==> src/rtl/spi_minion_flow_adapter.sv <==
// Sequences SPI minion transactions into RX/TX val/rdy queues, using the flag
// bits carried in every packet for credit-style flow control in both directions.
module spi_minion_flow_adapter #(
  parameter int unsigned NBITS       = 34,
  parameter int unsigned NUM_ENTRIES = 2
) (
  input  logic             clk,
  input  logic             reset,
  input  logic             seize,
  input  logic             serve,
  input  logic [NBITS-1:0] from_minion,
  output logic [NBITS-1:0] to_minion,
  output logic [NBITS-3:0] recv_msg,
  output logic             recv_val,
  input  logic             recv_rdy,
  input  logic [NBITS-3:0] send_msg,
  input  logic             send_val,
  output logic             send_rdy,
  output logic [7:0]       drop_count
);

  localparam int unsigned PW   = NBITS - 2;
  localparam int unsigned PTRW = (NUM_ENTRIES > 1) ? $clog2(NUM_ENTRIES) : 1;
  localparam int unsigned CNTW = $clog2(NUM_ENTRIES + 1);

  typedef enum logic {
    IDLE,
    ACTIVE
  } state_e;

  state_e state_q, state_d;
  logic   snap_val_q, snap_val_d;
  logic   snap_spc_q, snap_spc_d;
  logic [7:0] drop_q, drop_d;

  logic [PW-1:0]   rx_mem_q [NUM_ENTRIES];
  logic [PTRW-1:0] rx_wr_q, rx_wr_d, rx_rd_q, rx_rd_d;
  logic [CNTW-1:0] rx_cnt_q, rx_cnt_d;

  logic [PW-1:0]   tx_mem_q [NUM_ENTRIES];
  logic [PTRW-1:0] tx_wr_q, tx_wr_d, tx_rd_q, tx_rd_d;
  logic [CNTW-1:0] tx_cnt_q, tx_cnt_d;

  logic rx_full, rx_empty, tx_full, tx_empty;
  logic m_val, m_rdy, serve_act;
  logic rx_push, rx_pop, tx_push, tx_pop, drop_evt;

  function automatic logic [PTRW-1:0] ptr_inc(input logic [PTRW-1:0] p);
    return (p == PTRW'(NUM_ENTRIES - 1)) ? '0 : p + PTRW'(1);
  endfunction

  assign rx_full  = (rx_cnt_q == CNTW'(NUM_ENTRIES));
  assign rx_empty = (rx_cnt_q == '0);
  assign tx_full  = (tx_cnt_q == CNTW'(NUM_ENTRIES));
  assign tx_empty = (tx_cnt_q == '0);

  assign m_val = from_minion[NBITS-1];
  assign m_rdy = from_minion[NBITS-2];

  // A coincident seize wins: the serve is discarded and a new transaction starts.
  assign serve_act = serve && !seize && (state_q == ACTIVE);

  assign rx_push  = serve_act && m_val && snap_spc_q;
  assign drop_evt = serve_act && m_val && !snap_spc_q;
  assign tx_pop   = serve_act && snap_val_q && m_rdy;
  assign rx_pop   = recv_val && recv_rdy;
  assign tx_push  = send_val && send_rdy;

  assign recv_val  = !rx_empty;
  assign recv_msg  = rx_mem_q[rx_rd_q];
  assign send_rdy  = reset && !tx_full;
  assign to_minion = {!tx_empty, !rx_full, tx_empty ? '0 : tx_mem_q[tx_rd_q]};
  assign drop_count = drop_q;

  always_comb begin
    state_d    = state_q;
    snap_val_d = snap_val_q;
    snap_spc_d = snap_spc_q;
    if (seize) begin
      state_d    = ACTIVE;
      snap_val_d = !tx_empty;
      snap_spc_d = !rx_full;
    end else if (serve_act) begin
      state_d = IDLE;
    end
  end

  always_comb begin
    drop_d = drop_q;
    if (drop_evt && (drop_q != 8'hFF)) drop_d = drop_q + 8'd1;
  end

  always_comb begin
    rx_wr_d  = rx_push ? ptr_inc(rx_wr_q) : rx_wr_q;
    rx_rd_d  = rx_pop  ? ptr_inc(rx_rd_q) : rx_rd_q;
    rx_cnt_d = rx_cnt_q;
    case ({rx_push, rx_pop})
      2'b10:   rx_cnt_d = rx_cnt_q + CNTW'(1);
      2'b01:   rx_cnt_d = rx_cnt_q - CNTW'(1);
      default: rx_cnt_d = rx_cnt_q;
    endcase
  end

  always_comb begin
    tx_wr_d  = tx_push ? ptr_inc(tx_wr_q) : tx_wr_q;
    tx_rd_d  = tx_pop  ? ptr_inc(tx_rd_q) : tx_rd_q;
    tx_cnt_d = tx_cnt_q;
    case ({tx_push, tx_pop})
      2'b10:   tx_cnt_d = tx_cnt_q + CNTW'(1);
      2'b01:   tx_cnt_d = tx_cnt_q - CNTW'(1);
      default: tx_cnt_d = tx_cnt_q;
    endcase
  end

  always_ff @(posedge clk or negedge reset) begin
    if (!reset) begin
      state_q    <= IDLE;
      snap_val_q <= 1'b0;
      snap_spc_q <= 1'b0;
      drop_q     <= '0;
      rx_wr_q    <= '0;
      rx_rd_q    <= '0;
      rx_cnt_q   <= '0;
      tx_wr_q    <= '0;
      tx_rd_q    <= '0;
      tx_cnt_q   <= '0;
    end else begin
      state_q    <= state_d;
      snap_val_q <= snap_val_d;
      snap_spc_q <= snap_spc_d;
      drop_q     <= drop_d;
      rx_wr_q    <= rx_wr_d;
      rx_rd_q    <= rx_rd_d;
      rx_cnt_q   <= rx_cnt_d;
      tx_wr_q    <= tx_wr_d;
      tx_rd_q    <= tx_rd_d;
      tx_cnt_q   <= tx_cnt_d;
    end
  end

  // Storage needs no reset: occupancy counters gate every read.
  always_ff @(posedge clk) begin
    if (rx_push) rx_mem_q[rx_wr_q] <= from_minion[PW-1:0];
    if (tx_push) tx_mem_q[tx_wr_q] <= send_msg;
  end

endmodule

==> config.mk <==
export PLATFORM = sky130hd
export DESIGN_NAME = spi_minion_flow_adapter
export DESIGN_NICKNAME = d
export VERILOG_FILES = /design/src/rtl/spi_minion_flow_adapter.sv
export SDC_FILE = /design/constraint.sdc
export NUM_CORES = 1
export LEC_CHECK = 0
export ABC_AREA = 0
export CAP_MARGIN = 0
export CORE_MARGIN = 2
export CORE_UTILIZATION = 40
export CTS_CLUSTER_SIZE = 8
export DETAILED_ROUTE_END_ITERATION = 12
export PLACE_DENSITY = 0.79
export SYNTH_ARGS = -nofsm -noshare
export SYNTH_HDL_FRONTEND = slang
export SYNTH_SLANG_ARGS = --single-unit
==> constraint.sdc <==
create_clock -name clk -period 6.7 [get_ports clk]
set_clock_uncertainty 0.2 [all_clocks]
set_input_delay 1.34 -clock clk [delete_from_list [all_inputs] [get_ports clk]]
set_output_delay 1.34 -clock clk [all_outputs]
set_load 0.02 [all_outputs]
Word level (Yosys, flattened, before mapping)

Memories as Yosys holds them, arrays and structs flattened.
Cells that the tools add are included.

Register bits after elaboration: 19
Memories: 2
Output and inout bits: 76
RAM bits: 128
Input port bits: 72

Memory list:

| name     | words | width | rd ports | clocked after memory_dff | wr ports | RTL line | text |
|---|---|---|---|---|---|---|---|
| rx_mem_q | 2     | 32    | 1        | 0                        | 1        | 36       | `logic [PW-1:0] rx_mem_q [NUM_ENTRIES];` |
| tx_mem_q | 2     | 32    | 1        | 0                        | 1        | 40       | `logic [PW-1:0] tx_mem_q [NUM_ENTRIES];` |

Equality and inequality tests: 7
Muxes and demuxes: 13
Reduce and logical (&&, ||, !) cells: 22
Add/subtract/negate cells: 9

Operator list:

| kind                                              | count |
|---|---|
| two-way mux 32 bit                                | 1 |
| logical AND 1 bit                                 | 11 |
| two-way mux 1 bit                                 | 10 |
| adder 8 x 1 -> 8 bit (second input constant)      | 1 |
| == test 2 bit (second input constant)             | 4 |
| != test 8 bit (second input constant)             | 1 |
| one-hot mux 2 bit (2 select lines)                | 2 |
| zero test 1 bit                                   | 6 |
| nonzero test 2 bit                                | 3 |
| adder 1 bit (second input constant)               | 4 |
| adder 2 x 1 -> 2 bit (second input constant)      | 2 |
| == test 2 x 1 -> 1 bit (second input constant)    | 2 |
| zero test 2 bit                                   | 2 |
| subtractor 2 x 1 -> 2 bit (second input constant) | 2 |

Logic depth before layout (Yosys ltp)

Word-level depth: 7
Depth in mapped cells: 7
Gate-level depth less buffers: 6

Worst setup path before layout

OpenSTA, ideal clock, no wires.

Path kind: in2reg
Start point: input port seize
End point: memory rx_mem_q[0][0] (netlist bit) (enable)
Setup slack: 2920 ps
Arrival time: 3159 ps
Setup time: 421 ps
Required time: 6079 ps
Stages: 4
Cells stage by stage: and4b_1 > buf_4 > nand2_1 > nor2_1

Cells in the longest elaborated chain, start to end: 7

RTL lines:

| what                                    | RTL line | text |
|---|---|---|
| start, declared                         | 9        | `input logic seize,` |
| zero test 1 bit                         | 61       | `assign serve_act = serve && !seize && (state_q == ACTIVE);` |
| logical AND 1 bit (2 in series)         | 61       |  |
| logical AND 1 bit (2 in series)         | 63       | `assign rx_push = serve_act && m_val && snap_spc_q;` |
| two-way mux 1 bit                       | 143      | `if (rx_push) rx_mem_q[rx_wr_q] <= from_minion[PW-1:0];` |
| two-way mux 1 bit (implied by the code) | 143      |  |
| end, declared                           | 36       |  |

Every way passes these cells.

Worst setup path after layout

Start point: input port reset
End point: output port send_rdy

Cells in the longest elaborated chain, start to end: 1

RTL lines:

| what              | RTL line | text |
|---|---|---|
| start, declared   | 8        | `input logic reset,` |
| logical AND 1 bit | 71       | `assign send_rdy = reset && !tx_full;` |
| end, declared     | 18       | `output logic send_rdy,` |

Every way passes these cells.

==> results.sh <==
export IMPL_status="completed"
export IMPL_post_cts_buffers=0
export IMPL_max_clock_freq_mhz=208.1
export IMPL_drive_gt1_share_pct=15.62
export IMPL_layout_common_cells="clkdlybuf4s50_1 (147), edfxtp_1 (128), nor2_1 (36)"
export IMPL_met1_usage_pct=17.03
export IMPL_clock_root_buffer="clkbuf_16"
export IMPL_async_flop_share_pct=12.93
export IMPL_multi_input_area_um2=1289
export IMPL_p_switching_uw=976.5
export IMPL_use_met3_pct=5.950
export IMPL_htreeDepth=4
export IMPL_pwr_share_comb_pct=32.9
export IMPL_p_per_area_nw_per_um2=401.2
export IMPL_cts_resized=0
export IMPL_hold_depth=1
export IMPL_cp_num_buf_inv=2
export IMPL_clock_latency_ns=0.41
export IMPL_crit_chain="clkdlybuf4s50_1 -> o21a_1 -> clkdlybuf4s50_1"
export IMPL_n_fill_cell=1054
export IMPL_synth_seq_area_share_pct=76.10
export IMPL_rsz0062_at_grt="no"
export IMPL_placed_area_um2=7358
export IMPL_postCtsHoldBufs=0
export IMPL_cp_required_ns=5.16
export IMPL_ios=148
export IMPL_syn_nets=397
export IMPL_routed_wl_um=10930
export IMPL_final_cell_area_um2=7951
export IMPL_slowest_stage="clkdlybuf4s50_1"
export IMPL_num_rows=43
export IMPL_syn_area_um2=5675
export IMPL_hold_viol=0
export IMPL_criticalPathCategory="in -> out"
export IMPL_ir_drop_mv=0.3080
export IMPL_grt_pass1_vias=3329
export IMPL_worst_pin_slew_ns=0.9501
export IMPL_clk_path_buf_depth=2
export IMPL_period_share_pct=71.73
export IMPL_max_cap_viol_count=0
export IMPL_hp_class="reg -> reg"
export IMPL_gr_usage_met2_pct=23.45
export IMPL_final_setup_viol_count=0
export IMPL_synth_seq_cells=147
export IMPL_p_leak_nw=2.850
export IMPL_avgViaCountPerCell=4.831
export IMPL_slew_headroom_pct=36.66
export IMPL_die_x_um=123.1
export IMPL_startpoint_type="input pin"
export IMPL_setup_worst_path_end_class="output port"
export IMPL_gp_congestion=0.7478
export IMPL_grt_first_pass_wirelength_um=16290
export IMPL_arrival_ns=3.27
export IMPL_final_common_cell="clkdlybuf4s50_1"
export IMPL_area_growth_pct=40.10
export IMPL_firstDrtPassIters=4
export IMPL_coreArea_um2=13880
export IMPL_grt_busiest_layer="met2"
export IMPL_antenna_found_initial=0
export IMPL_drc_errors=0
export IMPL_dpl_hpwl_um=7287
export IMPL_dieArea_um2=15160
export IMPL_crit_cells=3
export IMPL_grtUsageTotal_pct=14.49
export IMPL_syn_inst=322
export IMPL_clkPwrFrac_pct=29.2
export IMPL_synth_main_ff_cell="edfxtp_1"
export IMPL_synth_edff_count=128
export IMPL_route_vias_total=3251
export IMPL_cts_sinks=147
export IMPL_ys_warn_count=0
export IMPL_numCtsBuffers=17
export IMPL_max_stage_delay_ns=1.09
export IMPL_crit_path_max_fanout=21
export IMPL_register_area_um2=4320
export IMPL_cpMostUsedCell="clkdlybuf4s50_1"
export IMPL_seq_power_share_pct=37.9
export IMPL_layout_min_cycle_time_ns=4.806
export IMPL_p_total_mw=3.190
export IMPL_die_h_um=123.1
export IMPL_synth_cell_types=35
export IMPL_worstRegToRegCells=3
export IMPL_slew_viol_final=0
export IMPL_grt_max_degree=34
export IMPL_drtIter0Drc=176
export IMPL_port_buffers=147
export IMPL_initial_core_util_pct=40.89
export IMPL_path_delay_family="buffers and inverters"
export IMPL_antenna_cells=0
export IMPL_fin_util_pct=57.28
export IMPL_tns_ns=0
export IMPL_clk_transition_reported_paths_ns=0.05
export IMPL_cellInternalPower_mw=2.214
export IMPL_ant_nets=0
export IMPL_wl_per_cell_um=16.25
export IMPL_layout_nets=555
export IMPL_switching_share_pct=30.61
export IMPL_grt_overflow_total=0
export IMPL_syn_avg_cell_area_um2=17.63
export IMPL_tritoncts="done"
cells in the mapped netlist, drive strengths merged, types with 2 or more instances:
| cell | count | share of area (%) |
|---|---|---|
| buf | 11 | 1.0 |
| a21oi | 2 | 0.18 |
| nor2 | 39 | 2.6 |
| xor2 | 5 | 0.77 |
| nand4 | 2 | 0.22 |
| clkbuf | 2 | 0.13 |
| dfrtp | 19 | 8.4 |
| and4b | 2 | 0.35 |
| nand2 | 5 | 0.33 |
| and3 | 3 | 0.33 |
| edfxtp | 128 | 68 |
| xnor2 | 7 | 1.1 |
| mux2 | 36 | 7.1 |
| ha | 3 | 0.66 |
| nand3 | 4 | 0.35 |
| mux2i | 32 | 5.6 |
| o21ai | 2 | 0.18 |
| nand2b | 2 | 0.22 |
| inv | 4 | 0.26 |
| a2111oi | 2 | 0.42 |
metrics by stage:
stage / setup slack (ns) / hold WS [ns] / std cells
floorplan: 2.920 / 0.2566 / 322
global placement: 1.910 / 0.2800 / 641
detailed placement: 1.821 / 0.2851 / 641
CTS: 1.843 / 0.2931 / 673
global route: 1.664 / 0.3113 / 673
finish: 1.894 / 0.2932 / 673
routing by layer:
metal | wire length, um | share of wire (%)
met5 | 0 | 0
met4 | 167 | 1.5
met3 | 1038 | 9.5
met2 | 5146 | 47
met1 | 4581 | 42
power by group through the flow:
stage               registers [mW]  clock network (mW)  logic [mW]
floorplan                     1.17                   0       0.634
global placement              1.22                   0        1.04
detailed placement            1.23                   0        1.05
CTS                           1.21               0.953        1.06
global route                  1.22               0.994        1.11
finish                        1.21               0.932        1.05
state kept, by name, indices dropped and copies added (netlist names):
name,flops
tx_mem_q,64
rx_mem_q,64
tx_cnt_q,2
rx_cnt_q,2
state_q,1
tx_wr_q,1
rx_rd_q,1
snap_val_q,1
snap_spc_q,1
rx_wr_q,1
tx_rd_q,1
drop_count,8
cell families after synthesis:
family          after synthesis  share of synthesized area (%)
xor+xnor                     12                          1.852
buf+inv                      17                          1.411
flops                       147                          76.10
mux                          68                          12.79
fa+ha+maj                     3                         0.6614
simple gates                 63                          5.533
compound gates               12                          1.654
area by class of cell:
cell class / instances / share of cell area [%]
Sequential cell: 147 / 54.34
Timing Repair Buffer: 152 / 18.98
Multi-Input combinational cell: 158 / 16.21
Clock buffer: 19 / 5.445
Tap cell: 180 / 2.832
Clock inverter: 13 / 2.014
Inverter: 4 / 0.1888
worst paths after layout:
check / from / end / slack [ns]
max: reset / send_rdy / 1.89
min: rx_cnt_q[1] / rx_cnt_q[1] / 0.29
max reg2reg: tx_cnt_q[1] / tx_mem_q[0][17] / 4.60
min reg2reg: rx_cnt_q[1] / rx_cnt_q[1] / 0.29
max in group asynchronous: reset / tx_rd_q / 4.40
min in group asynchronous: reset / drop_count[4] / 1.26
No activity file was read; power rests on OpenSTA's default activity.
==> edit 1, RTL diff (same settings) <==
Change the parameter `NBITS` from 34 to 38.
--- a/src/rtl/spi_minion_flow_adapter.sv
+++ b/src/rtl/spi_minion_flow_adapter.sv
@@ -2,5 +2,5 @@
 // bits carried in every packet for credit-style flow control in both directions.
 module spi_minion_flow_adapter #(
-  parameter int unsigned NBITS       = 34,
+  parameter int unsigned NBITS       = 38,
   parameter int unsigned NUM_ENTRIES = 2
 ) (
Interface: changed (resized from_minion, recv_msg, send_msg and to_minion); port bits go from 148 to 164. The function was not compared with the original's and may differ.
==> edit 1 against the unedited design <==
Sequential cell count up 16. First-iteration DRC count down 1.1%. Cell area up 9.6%. Setup slack worse by 0.0027 ns. Wire length up 12%. Power up 8.3%. Register-to-register slack worse by 0.28 ns. Synthesized area up 10%. Largest cell class unchanged.
==> edit 1: results (changes against the unedited design) <==
Max H-tree Level=4 (unchanged); Clock Latency Late Sink=0.42 ns; # diodes=0 (unchanged); EDFF count, synth=144 (+13%); antenna violations before repair=0 (unchanged); Clock Path Buffers=2 (unchanged); Seq/Total Area, Yosys=76.7% (+0.57 points); Syn Nets=433 (+9.1%); worst hold path class=flip-flop to flip-flop; initial drt markers=174 (-1.1%); CP delay by family, top=buffers and inverters; met2 WL=5800 um (+13%); routed len/inst=16.5 um (+1.3%); met1 usage=17.6% (+0.56 points); FFs w/ async S/R, synth=11.7% (-1.3 points); clk root buf=clkbuf_16; Clock transition at path regs=0.06 ns; Rel. slew slack=28.1% (-8.6 points); Yosys Warn Count=0 (unchanged); first-pass GRT wire length=18900 um (+16%); status=completed; Arr. time, crit path=3.27 ns (about the same); GP Congestion=0.775 (+3.7%); top sig layer=met4; setup bufs post-CTS=0 (unchanged); post_cts resized=0 (unchanged); unique cell type count in the Yosys netlist=36 (+2.9%); Synth top cells by count=144 x edfxtp_1, 43 x nor2_1, 37 x mux2_2; Worst Path Max Fanout=21 (unchanged); CP max-delay cell=clkdlybuf4s50_1; number of port buffers=163 (+11%); global-route usage over all layers=15.1% (+0.60 points); post-DR vias/cell=4.80 (-0.66%); layout cells sized above 1=15.0% (-0.64 points); drt pass-1 iters=4 (unchanged); top cells by area, synth=edfxtp_1 69%, dfrtp_1 7.6%, mux2_2 6.7%; Metal-1 WL=5060 um (+11%); max incr delay on CP=1.07 ns (-0.02 ns); vias in the first global route=3784 (+14%); share of the synthesized area in the top cell type=69.1% (+1.4 points); fin nets=604 (+8.8%); Pleak=3.10 nW (+8.7%); M3 GR Usage=5.86% (-0.087 points); met2 Track Usage GR=25.1% (+1.6 points); WL met3=1170 um (+12%); pin count of the biggest net entering global routing=39 (+15%); HPWL after detailed placement=8130 um (+12%); Num CTS Buffers=17 (unchanged); R2R Setup Slk=4.32 ns (-0.28 ns); Peak VDD IR=0.244 mV (-21%)
edit 1: kinds of logic (layout without fill, tap and decap cells):
group	count (synthesis)	in the layout	synth area share [%]
XOR/XNOR	12	12	1.68
AO/OA/AOI/OAI	12	12	1.50
adder cells (fa/ha/maj)	3	3	0.600
flip-flops	163	163	76.7
buffers and inverters	17	201	1.34
AND/OR/NAND/NOR	67	67	5.26
multiplexers	76	76	13.0
edit 1: through the flow:
step	total power (W)	instances	hold slack (ns)	setup slack (ns)	area [sq um]
5_1_grt	0.00361	745	0.327	1.73	8720
2_1_floorplan	0.00199	350	0.257	2.75	6260
6_report	0.00345	745	0.295	1.89	8720
4_1_cts	0.00350	745	0.306	1.82	8720
3_5_place_dp	0.00252	713	0.296	1.82	8120
3_3_place_gp	0.00250	713	0.273	1.90	8120
edit 1: cell type report:
type                       count  area, sq um
clock inverter                14          164
clock buffer                  18          429
sequential                   163         4800
fill                        1197         6540
timing repair buffer         165         1650
tap                          211          264
multi-input combinational    170         1400
inverter                       4         15.0
edit 1: final timing paths:
check	endpoint	cells after the start	from
setup / recovery	send_rdy	3	reset
hold / removal	rx_cnt_q[1]	1	rx_cnt_q[1]
setup reg to reg	rx_mem_q[0][17]	3	state_q
hold reg to reg	rx_cnt_q[1]	1	rx_cnt_q[1]
max in group asynchronous	tx_rd_q	1	reset
min in group asynchronous	snap_spc_q	1	reset
edit 1: report_power, final:
| group | switching, W | total (W) | internal, W |
|---|---|---|---|
| combinational | 0.000576 | 0.00116 | 0.000580 |
| clock | 0.000379 | 0.000962 | 0.000583 |
| sequential | 0.000113 | 0.00134 | 0.00122 |
edit 1: worst register-to-register path: cells and delay by family (launching register included):
kind,cells,cell delay (ns)
and+or+nand+nor,3,1.35
DFF,1,0.41
==> edit 2, RTL diff (same settings) <==
Without the edit above. Make the reset (`reset`) synchronous in one clocked block.
--- a/src/rtl/spi_minion_flow_adapter.sv
+++ b/src/rtl/spi_minion_flow_adapter.sv
@@ -113,5 +113,5 @@
   end
 
-  always_ff @(posedge clk or negedge reset) begin
+  always_ff @(posedge clk) begin
     if (!reset) begin
       state_q    <= IDLE;
Formal check against the unedited RTL: differs if reset is asserted again (counterexample within 4 cycles, from zero or initial values and one cycle with reset low); with reset held inactive, the same outputs for 4 cycles.
==> edit 2 against the unedited design <==
Sequential cell count up 2. Global-route usage up 0.73 points. First-iteration DRC count down 27%. Die area down 0.34%. Setup slack better by 0.69 ns. Synthesized area down 0.35%. Wire length up 3.1%. Maximum frequency up 17%. Sequential share of layout area down 0.66 points. Cell area about the same. Count of clock-buffer cells in the layout down 1. Critical path type unchanged. Critical endpoint unchanged. Highest routed layer unchanged.
Power is not compared: it rests on default switching activity, and its combinational part moved more than twofold at a synthesized area within 25%.
==> edit 2: results (changes against the unedited design) <==
Syn Nets=422 (+6.3%); Worst Setup SP=reset; GP Congestion=0.732 (-2.2%); Worst Path Max Fanout=4 (-81%); antenna violations before repair=0 (unchanged); layout cells sized above 1=14.4% (-1.2 points); number of port buffers=147 (unchanged); unique cell type count in the Yosys netlist=33 (-5.7%); routed len/inst=16.2 um (-0.14%); setup bufs post-CTS=0 (unchanged); Peak VDD IR=0.175 mV; fin nets=577 (+4.0%); worst slew pin tran=0.994 ns (+0.0441 ns); Max H-tree Level=4 (unchanged); Yosys Warn Count=0 (unchanged); Clock Path Buffers=2 (unchanged); Synth Flop Type=edfxtp_1; post_cts resized=0 (unchanged); Pleak=2.59 nW; # diodes=0 (unchanged); global-route usage over all layers=15.2% (+0.73 points); CP delay by family, top=buffers and inverters; reg-to-reg startpoint=state_q; max incr delay on CP=0.59 ns (-0.50 ns); worst hold path class=flip-flop to flip-flop; vias in the first global route=3508 (+5.4%); post-DR vias/cell=4.83 (about the same); HPWL after detailed placement=7480 um (+2.6%); Synth top cells by count=128 x edfxtp_1, 51 x nor2_1, 35 x mux2i_1; Clock transition at path regs=0.06 ns; top cells by area, synth=edfxtp_1 68%, dfxtp_1 7.4%, mux2i_1 6.2%; fillers=1079 (+2.4%); Hold Crit Start=snap_val_q; first-pass GRT wire length=17200 um (+5.3%); status=completed; pin count of the biggest net entering global routing=35 (+2.9%); initial drt markers=128 (-27%); Seq/Total Area, Yosys=75.4% (-0.70 points); FFs w/ async S/R, synth=0% (-13 points); clk root buf=clkbuf_16
edit 2: layer usage:
metal  GRT usage (%)  share of wire (%)  vias up
li1                -                  -     1599
met1            18.4                 42     1602
met2            24.0                 47      142
met3            6.18                9.4       16
met4            6.68                1.8        0
met5               0                  0        -
edit 2: path summary, 6_finish.rpt:
kind / cells after the start / end / slack (ns)
worst max-delay path: 3 / send_rdy / 2.58
worst min register to register: 2 / snap_val_q / 0.30
worst max register to register: 6 / rx_cnt_q[1] / 4.51
worst min-delay path: 2 / snap_val_q / 0.30
edit 2: report_power, final:
group	leakage (nW)	switching [W]	total (W)	internal, W
clock network	0.285	0.000353	0.000972	0.000619
registers	1.33	0.00000781	0.00104	0.00103
logic	0.973	0.0000775	0.000161	0.0000835
edit 2: tightest hold or removal path, cell delays in order, from the launching register on:
cell	delay, ns
dfxtp_1	0.32
nor2_1	0.08
a211oi_1	0.05
edit 2: final cells by class:
class	count	area (sq um)	area share (%)
Clock buffer	18	429	5.40
Clock inverter	14	185	2.33
Inverter	9	33.8	0.425
Multi-Input combinational cell	174	1310	16.4
Sequential cell	149	4270	53.7
Tap cell	180	225	2.83
Timing Repair Buffer	151	1500	18.9
edit 2: per-stage QoR:
| step | setup slack (ns) | power (W) | hold WS [ns] | area, sq um | instances |
|---|---|---|---|---|---|
| floorplan | 2.84 | 0.00112 | 0.263 | 5660 | 347 |
| global placement | 2.58 | 0.00121 | 0.284 | 7330 | 663 |
| detailed placement | 2.58 | 0.00122 | 0.291 | 7330 | 663 |
| CTS | 2.58 | 0.00219 | 0.299 | 7950 | 695 |
| global route | 2.54 | 0.00225 | 0.331 | 7950 | 695 |
| finish | 2.58 | 0.00217 | 0.298 | 7950 | 695 |
edit 2: kinds of logic (layout without fill, tap and decap cells):
group / count (synthesis) / after routing / share of synthesized area [%]
AOI/OAI and AO/OA: 19 / 19 / 2.19
xor gates and xnor gates: 9 / 9 / 1.39
adders and majority gates: 3 / 3 / 0.664
buffers and inverters: 24 / 192 / 1.86
DFF: 149 / 149 / 75.4
muxes: 67 / 67 / 12.6
and+or+nand+nor: 76 / 76 / 5.93
